<file path="src/rtl/ls_pkg.sv">
// Shared constants and encodings for the load/store queue.
// Width defaults here seed the parameters of every ls_queue file.
package ls_pkg;

    localparam int DEPTH_DEF   = 16;
    localparam int TAG_W_DEF   = 5;
    localparam int NUM_CDB_DEF = 2;
    localparam int OP_W_DEF    = 6;
    localparam int XLEN_DEF    = 32;

    // ROB tag 0 means "operand already available"
    localparam int TAG_ZERO = 0;

    typedef enum logic [5:0] {
        OP_LB  = 6'h00,
        OP_LH  = 6'h01,
        OP_LW  = 6'h02,
        OP_LBU = 6'h04,
        OP_LHU = 6'h05,
        OP_SB  = 6'h08,
        OP_SH  = 6'h09,
        OP_SW  = 6'h0A
    } ls_op_e;

endpackage

</file>
<file path="src/rtl/ls_queue_if.sv">
// Dispatch, issue, CDB and commit bundle of the load/store queue.
// The core side drives as master, the queue sits on the slave modport.
interface ls_queue_if import ls_pkg::*; #(
    parameter int DEPTH   = DEPTH_DEF,
    parameter int TAG_W   = TAG_W_DEF,
    parameter int NUM_CDB = NUM_CDB_DEF,
    parameter int OP_W    = OP_W_DEF,
    parameter int XLEN    = XLEN_DEF
) ();

    logic                    disp_valid;
    logic                    disp_is_store;
    logic [OP_W-1:0]         disp_op;
    logic [XLEN-1:0]         disp_v1;
    logic [XLEN-1:0]         disp_v2;
    logic [XLEN-1:0]         disp_imm;
    logic [TAG_W-1:0]        disp_q1;
    logic [TAG_W-1:0]        disp_q2;
    logic [TAG_W-1:0]        disp_tag;
    logic                    full;
    logic [$clog2(DEPTH):0]  count;
    logic                    ex_valid;
    logic [OP_W-1:0]         ex_op;
    logic [XLEN-1:0]         ex_addr;
    logic [XLEN-1:0]         ex_data;
    logic [TAG_W-1:0]        ex_tag;
    logic                    ex_busy;
    logic [NUM_CDB-1:0]      cdb_valid;
    logic [NUM_CDB*TAG_W-1:0] cdb_tag;
    logic [NUM_CDB*XLEN-1:0] cdb_data;
    logic                    commit_valid;
    logic [TAG_W-1:0]        commit_tag;
    logic                    st_ready_valid;
    logic [TAG_W-1:0]        st_ready_tag;
    logic                    flush;

    modport master (
        output disp_valid, disp_is_store, disp_op,
        output disp_v1, disp_v2, disp_imm,
        output disp_q1, disp_q2, disp_tag,
        output ex_busy, cdb_valid, cdb_tag, cdb_data,
        output commit_valid, commit_tag, flush,
        input  full, count, ex_valid, ex_op,
        input  ex_addr, ex_data, ex_tag,
        input  st_ready_valid, st_ready_tag
    );

    modport slave (
        input  disp_valid, disp_is_store, disp_op,
        input  disp_v1, disp_v2, disp_imm,
        input  disp_q1, disp_q2, disp_tag,
        input  ex_busy, cdb_valid, cdb_tag, cdb_data,
        input  commit_valid, commit_tag, flush,
        output full, count, ex_valid, ex_op,
        output ex_addr, ex_data, ex_tag,
        output st_ready_valid, st_ready_tag
    );

endinterface

</file>
<file path="src/rtl/lsq_wakeup.sv">
// Matches one pending operand tag against all CDB channels.
// Lowest-numbered channel wins if several carry the same tag.
module lsq_wakeup import ls_pkg::*; #(
    parameter int TAG_W   = TAG_W_DEF,
    parameter int NUM_CDB = NUM_CDB_DEF,
    parameter int XLEN    = XLEN_DEF
) (
    input  logic [TAG_W-1:0]         q_i,
    input  logic [NUM_CDB-1:0]       cdb_valid_i,
    input  logic [NUM_CDB*TAG_W-1:0] cdb_tag_i,
    input  logic [NUM_CDB*XLEN-1:0]  cdb_data_i,
    output logic                     match_o,
    output logic [XLEN-1:0]          data_o
);

    always_comb begin
        match_o = 1'b0;
        data_o  = '0;
        for (int k = NUM_CDB - 1; k >= 0; k--) begin
            if (cdb_valid_i[k] && q_i != TAG_W'(TAG_ZERO) &&
                cdb_tag_i[k*TAG_W +: TAG_W] == q_i) begin
                match_o = 1'b1;
                data_o  = cdb_data_i[k*XLEN +: XLEN];
            end
        end
    end

endmodule

</file>
<file path="src/rtl/ls_queue.sv">
// In-order load/store queue: CDB operand capture, head-only issue,
// store commit handshake with the ROB and flush rollback.
module ls_queue import ls_pkg::*; #(
    parameter int DEPTH   = DEPTH_DEF,
    parameter int TAG_W   = TAG_W_DEF,
    parameter int NUM_CDB = NUM_CDB_DEF,
    parameter int OP_W    = OP_W_DEF,
    parameter int XLEN    = XLEN_DEF
) (
    input  logic      clk,
    input  logic      rst,
    ls_queue_if.slave bus
);

    localparam int AW = $clog2(DEPTH);
    localparam int PW = AW + 1;
    localparam logic [TAG_W-1:0] TZ = TAG_W'(TAG_ZERO);

    logic [PW-1:0]    head_q, head_d, tail_q, tail_d, cnt, keep;
    logic [AW-1:0]    hidx, tidx, kidx;
    logic             krun;
    logic [DEPTH-1:0] st_q, cmt_q, vld;
    logic [OP_W-1:0]  op_q  [DEPTH];
    logic [XLEN-1:0]  v1_q  [DEPTH];
    logic [XLEN-1:0]  v2_q  [DEPTH];
    logic [XLEN-1:0]  imm_q [DEPTH];
    logic [TAG_W-1:0] q1_q  [DEPTH];
    logic [TAG_W-1:0] q2_q  [DEPTH];
    logic [TAG_W-1:0] tag_q [DEPTH];

    logic [DEPTH-1:0] w1_hit, w2_hit;
    logic [XLEN-1:0]  w1_data [DEPTH];
    logic [XLEN-1:0]  w2_data [DEPTH];
    logic             d1_hit, d2_hit;
    logic [XLEN-1:0]  d1_data, d2_data;

    logic empty, full, head_rdy, issue, disp_ok, cmt_head, st_rdy;

    logic             ex_valid_q, srv_q;
    logic [OP_W-1:0]  ex_op_q;
    logic [XLEN-1:0]  ex_addr_q, ex_data_q;
    logic [TAG_W-1:0] ex_tag_q, srt_q;

    assign hidx  = head_q[AW-1:0];
    assign tidx  = tail_q[AW-1:0];
    assign cnt   = tail_q - head_q;
    assign empty = (cnt == '0);
    assign full  = (cnt == PW'(DEPTH));

    assign head_rdy = !empty && q1_q[hidx] == TZ && q2_q[hidx] == TZ;
    assign issue    = head_rdy && !bus.ex_busy &&
                      (!st_q[hidx] || cmt_q[hidx]);
    assign disp_ok  = bus.disp_valid && !full && !bus.flush;
    assign cmt_head = bus.commit_valid && bus.commit_tag == tag_q[hidx];
    // a commit arriving now ends the st_ready request
    assign st_rdy   = head_rdy && st_q[hidx] && !cmt_q[hidx] &&
                      !cmt_head && !bus.flush;

    for (genvar e = 0; e < DEPTH; e++) begin : g_ent
        logic [AW-1:0] off;
        assign off    = AW'(e) - hidx;
        assign vld[e] = {1'b0, off} < cnt;

        lsq_wakeup #(.TAG_W(TAG_W), .NUM_CDB(NUM_CDB), .XLEN(XLEN)) u_w1 (
            .q_i(q1_q[e]), .cdb_valid_i(bus.cdb_valid),
            .cdb_tag_i(bus.cdb_tag), .cdb_data_i(bus.cdb_data),
            .match_o(w1_hit[e]), .data_o(w1_data[e])
        );
        lsq_wakeup #(.TAG_W(TAG_W), .NUM_CDB(NUM_CDB), .XLEN(XLEN)) u_w2 (
            .q_i(q2_q[e]), .cdb_valid_i(bus.cdb_valid),
            .cdb_tag_i(bus.cdb_tag), .cdb_data_i(bus.cdb_data),
            .match_o(w2_hit[e]), .data_o(w2_data[e])
        );
    end

    lsq_wakeup #(.TAG_W(TAG_W), .NUM_CDB(NUM_CDB), .XLEN(XLEN)) u_d1 (
        .q_i(bus.disp_q1), .cdb_valid_i(bus.cdb_valid),
        .cdb_tag_i(bus.cdb_tag), .cdb_data_i(bus.cdb_data),
        .match_o(d1_hit), .data_o(d1_data)
    );
    lsq_wakeup #(.TAG_W(TAG_W), .NUM_CDB(NUM_CDB), .XLEN(XLEN)) u_d2 (
        .q_i(bus.disp_q2), .cdb_valid_i(bus.cdb_valid),
        .cdb_tag_i(bus.cdb_tag), .cdb_data_i(bus.cdb_data),
        .match_o(d2_hit), .data_o(d2_data)
    );

    // committed stores contiguous from head survive a flush
    always_comb begin
        keep = '0;
        krun = 1'b1;
        kidx = '0;
        for (int i = 0; i < DEPTH; i++) begin
            kidx = hidx + AW'(i);
            if (krun && PW'(i) < cnt && st_q[kidx] && cmt_q[kidx])
                keep = keep + PW'(1);
            else
                krun = 1'b0;
        end
    end

    always_comb begin
        head_d = head_q + PW'(issue);
        tail_d = tail_q + PW'(disp_ok);
        if (bus.flush)
            tail_d = head_q + ((issue && keep == '0) ? PW'(1) : keep);
    end

    always_ff @(posedge clk) begin
        if (rst) begin
            head_q     <= '0;
            tail_q     <= '0;
            st_q       <= '0;
            cmt_q      <= '0;
            ex_valid_q <= 1'b0;
            ex_op_q    <= '0;
            ex_addr_q  <= '0;
            ex_data_q  <= '0;
            ex_tag_q   <= '0;
            srv_q      <= 1'b0;
            srt_q      <= '0;
            for (int e = 0; e < DEPTH; e++) begin
                q1_q[e] <= TZ;
                q2_q[e] <= TZ;
            end
        end else begin
            head_q     <= head_d;
            tail_q     <= tail_d;
            ex_valid_q <= issue;
            if (issue) begin
                ex_op_q   <= op_q[hidx];
                ex_addr_q <= v1_q[hidx] + imm_q[hidx];
                ex_data_q <= st_q[hidx] ? v2_q[hidx] : '0;
                ex_tag_q  <= tag_q[hidx];
            end
            srv_q <= st_rdy;
            srt_q <= st_rdy ? tag_q[hidx] : TZ;
            for (int e = 0; e < DEPTH; e++) begin
                if (vld[e] && w1_hit[e]) begin
                    v1_q[e] <= w1_data[e];
                    q1_q[e] <= TZ;
                end
                if (vld[e] && w2_hit[e]) begin
                    v2_q[e] <= w2_data[e];
                    q2_q[e] <= TZ;
                end
                if (vld[e] && st_q[e] && bus.commit_valid &&
                    bus.commit_tag != TZ && bus.commit_tag == tag_q[e])
                    cmt_q[e] <= 1'b1;
            end
            if (disp_ok) begin
                op_q[tidx]  <= bus.disp_op;
                st_q[tidx]  <= bus.disp_is_store;
                cmt_q[tidx] <= 1'b0;
                imm_q[tidx] <= bus.disp_imm;
                tag_q[tidx] <= bus.disp_tag;
                v1_q[tidx]  <= d1_hit ? d1_data : bus.disp_v1;
                q1_q[tidx]  <= d1_hit ? TZ : bus.disp_q1;
                v2_q[tidx]  <= d2_hit ? d2_data : bus.disp_v2;
                q2_q[tidx]  <= d2_hit ? TZ : bus.disp_q2;
            end
        end
    end

    assign bus.full           = full;
    assign bus.count          = cnt;
    assign bus.ex_valid       = ex_valid_q;
    assign bus.ex_op          = ex_op_q;
    assign bus.ex_addr        = ex_addr_q;
    assign bus.ex_data        = ex_data_q;
    assign bus.ex_tag         = ex_tag_q;
    assign bus.st_ready_valid = srv_q;
    assign bus.st_ready_tag   = srt_q;

endmodule

</file>
<file path="src/flat_wrapper.sv">
// flat-port wrapper written by rule: the top's interface ports become plain ports
module ls_queue_flat import ls_pkg::*;
#(
    parameter int DEPTH   = DEPTH_DEF,
    parameter int TAG_W   = TAG_W_DEF,
    parameter int NUM_CDB = NUM_CDB_DEF,
    parameter int OP_W    = OP_W_DEF,
    parameter int XLEN    = XLEN_DEF
)
  (clk, rst, bus_disp_valid, bus_disp_is_store, bus_disp_op, bus_disp_v1, bus_disp_v2, bus_disp_imm, bus_disp_q1, bus_disp_q2, bus_disp_tag, bus_ex_busy, bus_cdb_valid, bus_cdb_tag, bus_cdb_data, bus_commit_valid, bus_commit_tag, bus_flush, bus_full, bus_count, bus_ex_valid, bus_ex_op, bus_ex_addr, bus_ex_data, bus_ex_tag, bus_st_ready_valid, bus_st_ready_tag);
  ls_queue_if #(.DEPTH(DEPTH), .TAG_W(TAG_W), .NUM_CDB(NUM_CDB), .OP_W(OP_W), .XLEN(XLEN)) bus_i ();
  input  logic clk;
  input  logic rst;
  input wire logic [$bits(bus_i.disp_valid)-1:0] bus_disp_valid;
  input wire logic [$bits(bus_i.disp_is_store)-1:0] bus_disp_is_store;
  input wire logic [$bits(bus_i.disp_op)-1:0] bus_disp_op;
  input wire logic [$bits(bus_i.disp_v1)-1:0] bus_disp_v1;
  input wire logic [$bits(bus_i.disp_v2)-1:0] bus_disp_v2;
  input wire logic [$bits(bus_i.disp_imm)-1:0] bus_disp_imm;
  input wire logic [$bits(bus_i.disp_q1)-1:0] bus_disp_q1;
  input wire logic [$bits(bus_i.disp_q2)-1:0] bus_disp_q2;
  input wire logic [$bits(bus_i.disp_tag)-1:0] bus_disp_tag;
  input wire logic [$bits(bus_i.ex_busy)-1:0] bus_ex_busy;
  input wire logic [$bits(bus_i.cdb_valid)-1:0] bus_cdb_valid;
  input wire logic [$bits(bus_i.cdb_tag)-1:0] bus_cdb_tag;
  input wire logic [$bits(bus_i.cdb_data)-1:0] bus_cdb_data;
  input wire logic [$bits(bus_i.commit_valid)-1:0] bus_commit_valid;
  input wire logic [$bits(bus_i.commit_tag)-1:0] bus_commit_tag;
  input wire logic [$bits(bus_i.flush)-1:0] bus_flush;
  output wire logic [$bits(bus_i.full)-1:0] bus_full;
  output wire logic [$bits(bus_i.count)-1:0] bus_count;
  output wire logic [$bits(bus_i.ex_valid)-1:0] bus_ex_valid;
  output wire logic [$bits(bus_i.ex_op)-1:0] bus_ex_op;
  output wire logic [$bits(bus_i.ex_addr)-1:0] bus_ex_addr;
  output wire logic [$bits(bus_i.ex_data)-1:0] bus_ex_data;
  output wire logic [$bits(bus_i.ex_tag)-1:0] bus_ex_tag;
  output wire logic [$bits(bus_i.st_ready_valid)-1:0] bus_st_ready_valid;
  output wire logic [$bits(bus_i.st_ready_tag)-1:0] bus_st_ready_tag;
  assign bus_i.disp_valid = bus_disp_valid;
  assign bus_i.disp_is_store = bus_disp_is_store;
  assign bus_i.disp_op = bus_disp_op;
  assign bus_i.disp_v1 = bus_disp_v1;
  assign bus_i.disp_v2 = bus_disp_v2;
  assign bus_i.disp_imm = bus_disp_imm;
  assign bus_i.disp_q1 = bus_disp_q1;
  assign bus_i.disp_q2 = bus_disp_q2;
  assign bus_i.disp_tag = bus_disp_tag;
  assign bus_i.ex_busy = bus_ex_busy;
  assign bus_i.cdb_valid = bus_cdb_valid;
  assign bus_i.cdb_tag = bus_cdb_tag;
  assign bus_i.cdb_data = bus_cdb_data;
  assign bus_i.commit_valid = bus_commit_valid;
  assign bus_i.commit_tag = bus_commit_tag;
  assign bus_i.flush = bus_flush;
  assign bus_full = bus_i.full;
  assign bus_count = bus_i.count;
  assign bus_ex_valid = bus_i.ex_valid;
  assign bus_ex_op = bus_i.ex_op;
  assign bus_ex_addr = bus_i.ex_addr;
  assign bus_ex_data = bus_i.ex_data;
  assign bus_ex_tag = bus_i.ex_tag;
  assign bus_st_ready_valid = bus_i.st_ready_valid;
  assign bus_st_ready_tag = bus_i.st_ready_tag;
  ls_queue #(.DEPTH(DEPTH), .TAG_W(TAG_W), .NUM_CDB(NUM_CDB), .OP_W(OP_W), .XLEN(XLEN)) u_core (.clk(clk), .rst(rst), .bus(bus_i));
endmodule
</file>
<file path="config.mk">
export PLATFORM = sky130hd
export DESIGN_NAME = ls_queue_flat
export DESIGN_NICKNAME = d
export VERILOG_FILES = /design/src/rtl/ls_pkg.sv /design/src/rtl/ls_queue_if.sv /design/src/rtl/lsq_wakeup.sv /design/src/rtl/ls_queue.sv /design/src/flat_wrapper.sv
export SDC_FILE = /design/constraint.sdc
export NUM_CORES = 2
export LEC_CHECK = 0
export ABC_AREA = 1
export CAP_MARGIN = 40
export CORE_MARGIN = 1
export CORE_UTILIZATION = 40
export CTS_BUF_LIST = sky130_fd_sc_hd__clkbuf_4 sky130_fd_sc_hd__clkbuf_8 sky130_fd_sc_hd__clkbuf_16
export DETAILED_ROUTE_END_ITERATION = 8
export HOLD_SLACK_MARGIN = 0.1
export PLACE_DENSITY_LB_ADDON = 0.12
export SKIP_LAST_GASP = 1
export SLEW_MARGIN = 20
export SYNTH_ARGS = -nofsm -noshare
export SYNTH_HDL_FRONTEND = slang
export SYNTH_SLANG_ARGS = --single-unit
export TNS_END_PERCENT = 100
</file>
<file path="constraint.sdc">
create_clock -name clk -period 13.2 [get_ports clk]
set_clock_uncertainty 0.15 [all_clocks]
set_input_delay 1.32 -clock clk [delete_from_list [all_inputs] [get_ports clk]]
set_output_delay 1.32 -clock clk [all_outputs]
set_load 0.01 [all_outputs]
</file>
==> summary.txt <==
Detailed routing
  – Routed vias/inst: 6.63
  – DRC: 0
  – Final WL: 497000 um
  – Routed Antenna Nets: 0
  – Via Count: 103k
  – WL per Instance: 31.9 um
  – DRT iter0 DRCs: 14.0k
  – TritonRoute pass-1 iters: 7

Layout
  – Final nets: 12.0k
  – Layout area overhead: 13.9%
  – Layout cells sized above 1: 8.86%
  – Fillers: 25.8k

Global route
  – First-pass GRT wire length: 701000 um
  – Vias in the first global route: 95.9k
  – Antenna violations before repair: 26
  – Largest net degree at the start of global routing: 206
  – GRT Resource Usage Total: 34.4%
  – GRT Residual Overflow: 0

STA
  – FMAX: 81.6 MHz
  – Worst-margin pin slew: 1110 ps
  – Slew Viols, Final: 0
  – Hold Fails Final Rpt: 0
  – Relative slew slack: 26.2%
  – RSZ-0062 raised after global routing: no
  – Period utilization: 92.9%
  – Final worst slack: 939 ps
  – Setup TNS: 0 ps
  – Minimum clock period: 12260 ps
  – Setup violators final: 0

Worst setup path
  – Most used cell, CP: nand2_1
  – CP Class: reg -> reg
  – Crit-path max FO: 164
  – Crit path buf inv count: 16
  – Startpoint Class: register
  – WP data arrival: 12910 ps
  – Crit end category: register
  – CP max stage cell: buf_12
  – Max incr delay on CP: 610 ps
  – Top cell family by delay on the critical path: simple AND/OR/NAND/NOR gates
  – Worst Path Required: 13850 ps

Synth
  – Mean area per synthesized cell: 9.21 um^2
  – Synth area leader: edfxtp_1
  – Post-synth top area share: 50.7%
  – Main synth FF type: edfxtp_1
  – #FFs+latches synth: 1996
  – Sequential share of the synthesized area: 52.9%
  – Mapped Cells: 12.0k
  – Post-synth EDFFs: 1872
  – Synthesized area: 0.111 mm^2
  – Yosys synthesis warning count: 0
  – Synth async-reset ratio: 0%
  – Top-count cell post-synth: o21ai_0
  – Count of cell types in the netlist: 72
  – Post-Syn Nets: 12.3k
  – Synth top area cells: edfxtp_1 (51%), o21ai_0 (10%), o2111ai_1 (7.6%), nand2_1 (5.6%), nor2_1 (4.5%)
  – Synth cell count leaders: o21ai_0 (2219), edfxtp_1 (1872), nand2_1 (1641)

Die
  – DIE WIDTH: 529 um
  – Die area: 0.279 mm^2
  – Num rows: 192
  – Core box area: 0.275 mm^2
  – Initial Util: 40.4%
  – Ports: 293
  – Die H: 529 um

Pwr
  – Peak supply drop: 96.3 uV
  – Leak: 45.0 nW
  – Seq pwr share: 46.8%
  – Sw frac: 24.9%
  – Pwr dens: 118 mW/mm^2
  – Internal: 11.2 mW
  – Gate power share: 8.5%
  – P_sw: 3.72 mW
  – Clock power share: 44.7%

Clock tree
  – Num CTS Buffers: 232
  – H-tree depth: 4
  – Root Driver: clkbuf_16
  – Clk slew on worst S/H paths: 60 ps
  – # clock sinks: 1996
  – Worst skew pair latency: 940 ps
  – CTS tree: done
  – CTS max path bufs: 4

Placed design
  – Final Wtd Congestion: 0.921
  – PortBufs: 292
  – Pre-CTS setup slack: 559 ps
  – Dpl hpwl: 296000 um

Min path
  – Hold crit path type: reg -> reg

Flow run
  – Max-Cap Viols: 0

Outcome
  – Status: finished clean
==> cells in the final DEF, fill, tap and decap left out, types with 54 or more instances in the layout <==
| cell type | Yosys | routed |
|---|---|---|
| o211ai_1 | 102 | 102 |
| ha_1 | 93 | 92 |
| clkbuf_4 | 0 | 60 |
| o21ai_0 | 2219 | 2178 |
| inv_1 | 464 | 453 |
| clkbuf_16 | 0 | 234 |
| buf_4 | 3 | 356 |
| edfxtp_1 | 1872 | 1872 |
| nor2_1 | 1328 | 1310 |
| nand3_1 | 441 | 441 |
| nor3_1 | 113 | 111 |
| o22ai_1 | 221 | 221 |
| dfxtp_1 | 124 | 120 |
| a2111oi_0 | 61 | 55 |
| xor2_1 | 141 | 141 |
| a21oi_1 | 176 | 170 |
| nor4_1 | 55 | 54 |
| nand2_1 | 1641 | 1609 |
| o221ai_1 | 282 | 278 |
| o2111ai_1 | 957 | 957 |
| clkdlybuf4s50_1 | 0 | 284 |
| xnor2_1 | 83 | 83 |
==> cell type report <==
class / count / area (um^2) / area share [%]
antenna: 12 / 30.0 / 0.0238
clock buffer: 318 / 6640 / 5.25
clock inverter: 103 / 1090 / 0.862
inverter: 517 / 2060 / 1.63
multi-input combinational: 8209 / 45900 / 36.3
sequential: 1996 / 58700 / 46.5
tap: 3686 / 4610 / 3.65
timing repair buffer: 736 / 7280 / 5.76
==> kinds of logic (layout without fill, tap and decap cells) <==
logic type / after synthesis / in the layout / share of synthesized area [%]
flops: 1996 / 1996 / 52.9
buf+inv: 1837 / 1674 / 6.29
mux: 1 / 1 / 0.00903
other cells: 0 / 12 / 0
xor+xnor: 225 / 225 / 1.79
compound gates: 4179 / 4179 / 24.2
fa+ha+maj: 96 / 96 / 1.10
simple gates: 3708 / 3708 / 13.7
==> registers in the layout, indices dropped and copies added, names as in the netlist, 16 cells and up <==
signal	flops
u_core.bus.ex_addr	32
u_core.bus.ex_data	32
u_core.cmt_q	16
u_core.imm_q	512
u_core.op_q	96
u_core.q1_q	80
u_core.q2_q	80
u_core.st_q	16
u_core.tag_q	80
u_core.v1_q	512
u_core.v2_q	512
==> worst reg2reg max path, delay by kind of cell (launching register included) <==
kind	cells	cell delay [ps]
buffers and inverters	16	1590
DFF	1	390
AOI/OAI and AO/OA	6	990
adders and majority gates	15	4130
xor gates and xnor gates	1	200
and+or+nand+nor	37	4710
==> what timing repair did <==
action	in CTS	in global routing
buffers inserted	0	2
hold buffers	0	0
gates resized for setup	0	9
setup endpoints to repair	0	2
==> power by group through the flow <==
stage / sequential (mW) / clock [mW] / combinational [mW]
floorplan: 7.12 / 0 / 0.620
global placement: 7.12 / 0 / 1.18
detailed placement: 7.12 / 0 / 1.22
CTS: 6.99 / 6.71 / 1.22
global route: 6.99 / 6.93 / 1.33
finish: 6.99 / 6.67 / 1.27
==> stage by stage <==
step                      power [mW]  cells  utilization [%]  hold slack [ps]  instance area [um^2]
after floorplan                 7.74  12000                -              289                111000
after global placement          8.30  15100             42.6              320                117000
after detailed placement        8.34  15100             43.0              320                118000
after CTS                       14.9  15500             45.8              337                126000
after global routing            15.2  15600             46.0              365                126000
final                           14.9  15600             46.0              337                126000
==> routing by layer <==
| layer | part of all wire, % | vias up | GRT usage [%] |
|---|---|---|---|
| li1 | - | 44200 | - |
| met1 | 39 | 50700 | 44.8 |
| met2 | 45 | 6871 | 54.0 |
| met3 | 10 | 1569 | 6.35 |
| met4 | 6.2 | 12 | 18.7 |
| met5 | 0.012 | - | 0 |
==> final timing paths <==
path,from,end,slack [ps],cells past startpoint
setup / recovery,u_core.head_q[0],u_core.tail_q[4],940,75
hold / removal,u_core.bus.ex_data[14],u_core.bus.ex_data[14],340,2
setup reg to reg,u_core.head_q[0],u_core.tail_q[4],940,75
hold reg to reg,u_core.bus.ex_data[14],u_core.bus.ex_data[14],340,2
Note: power is estimated with default switching activity, not from simulation.
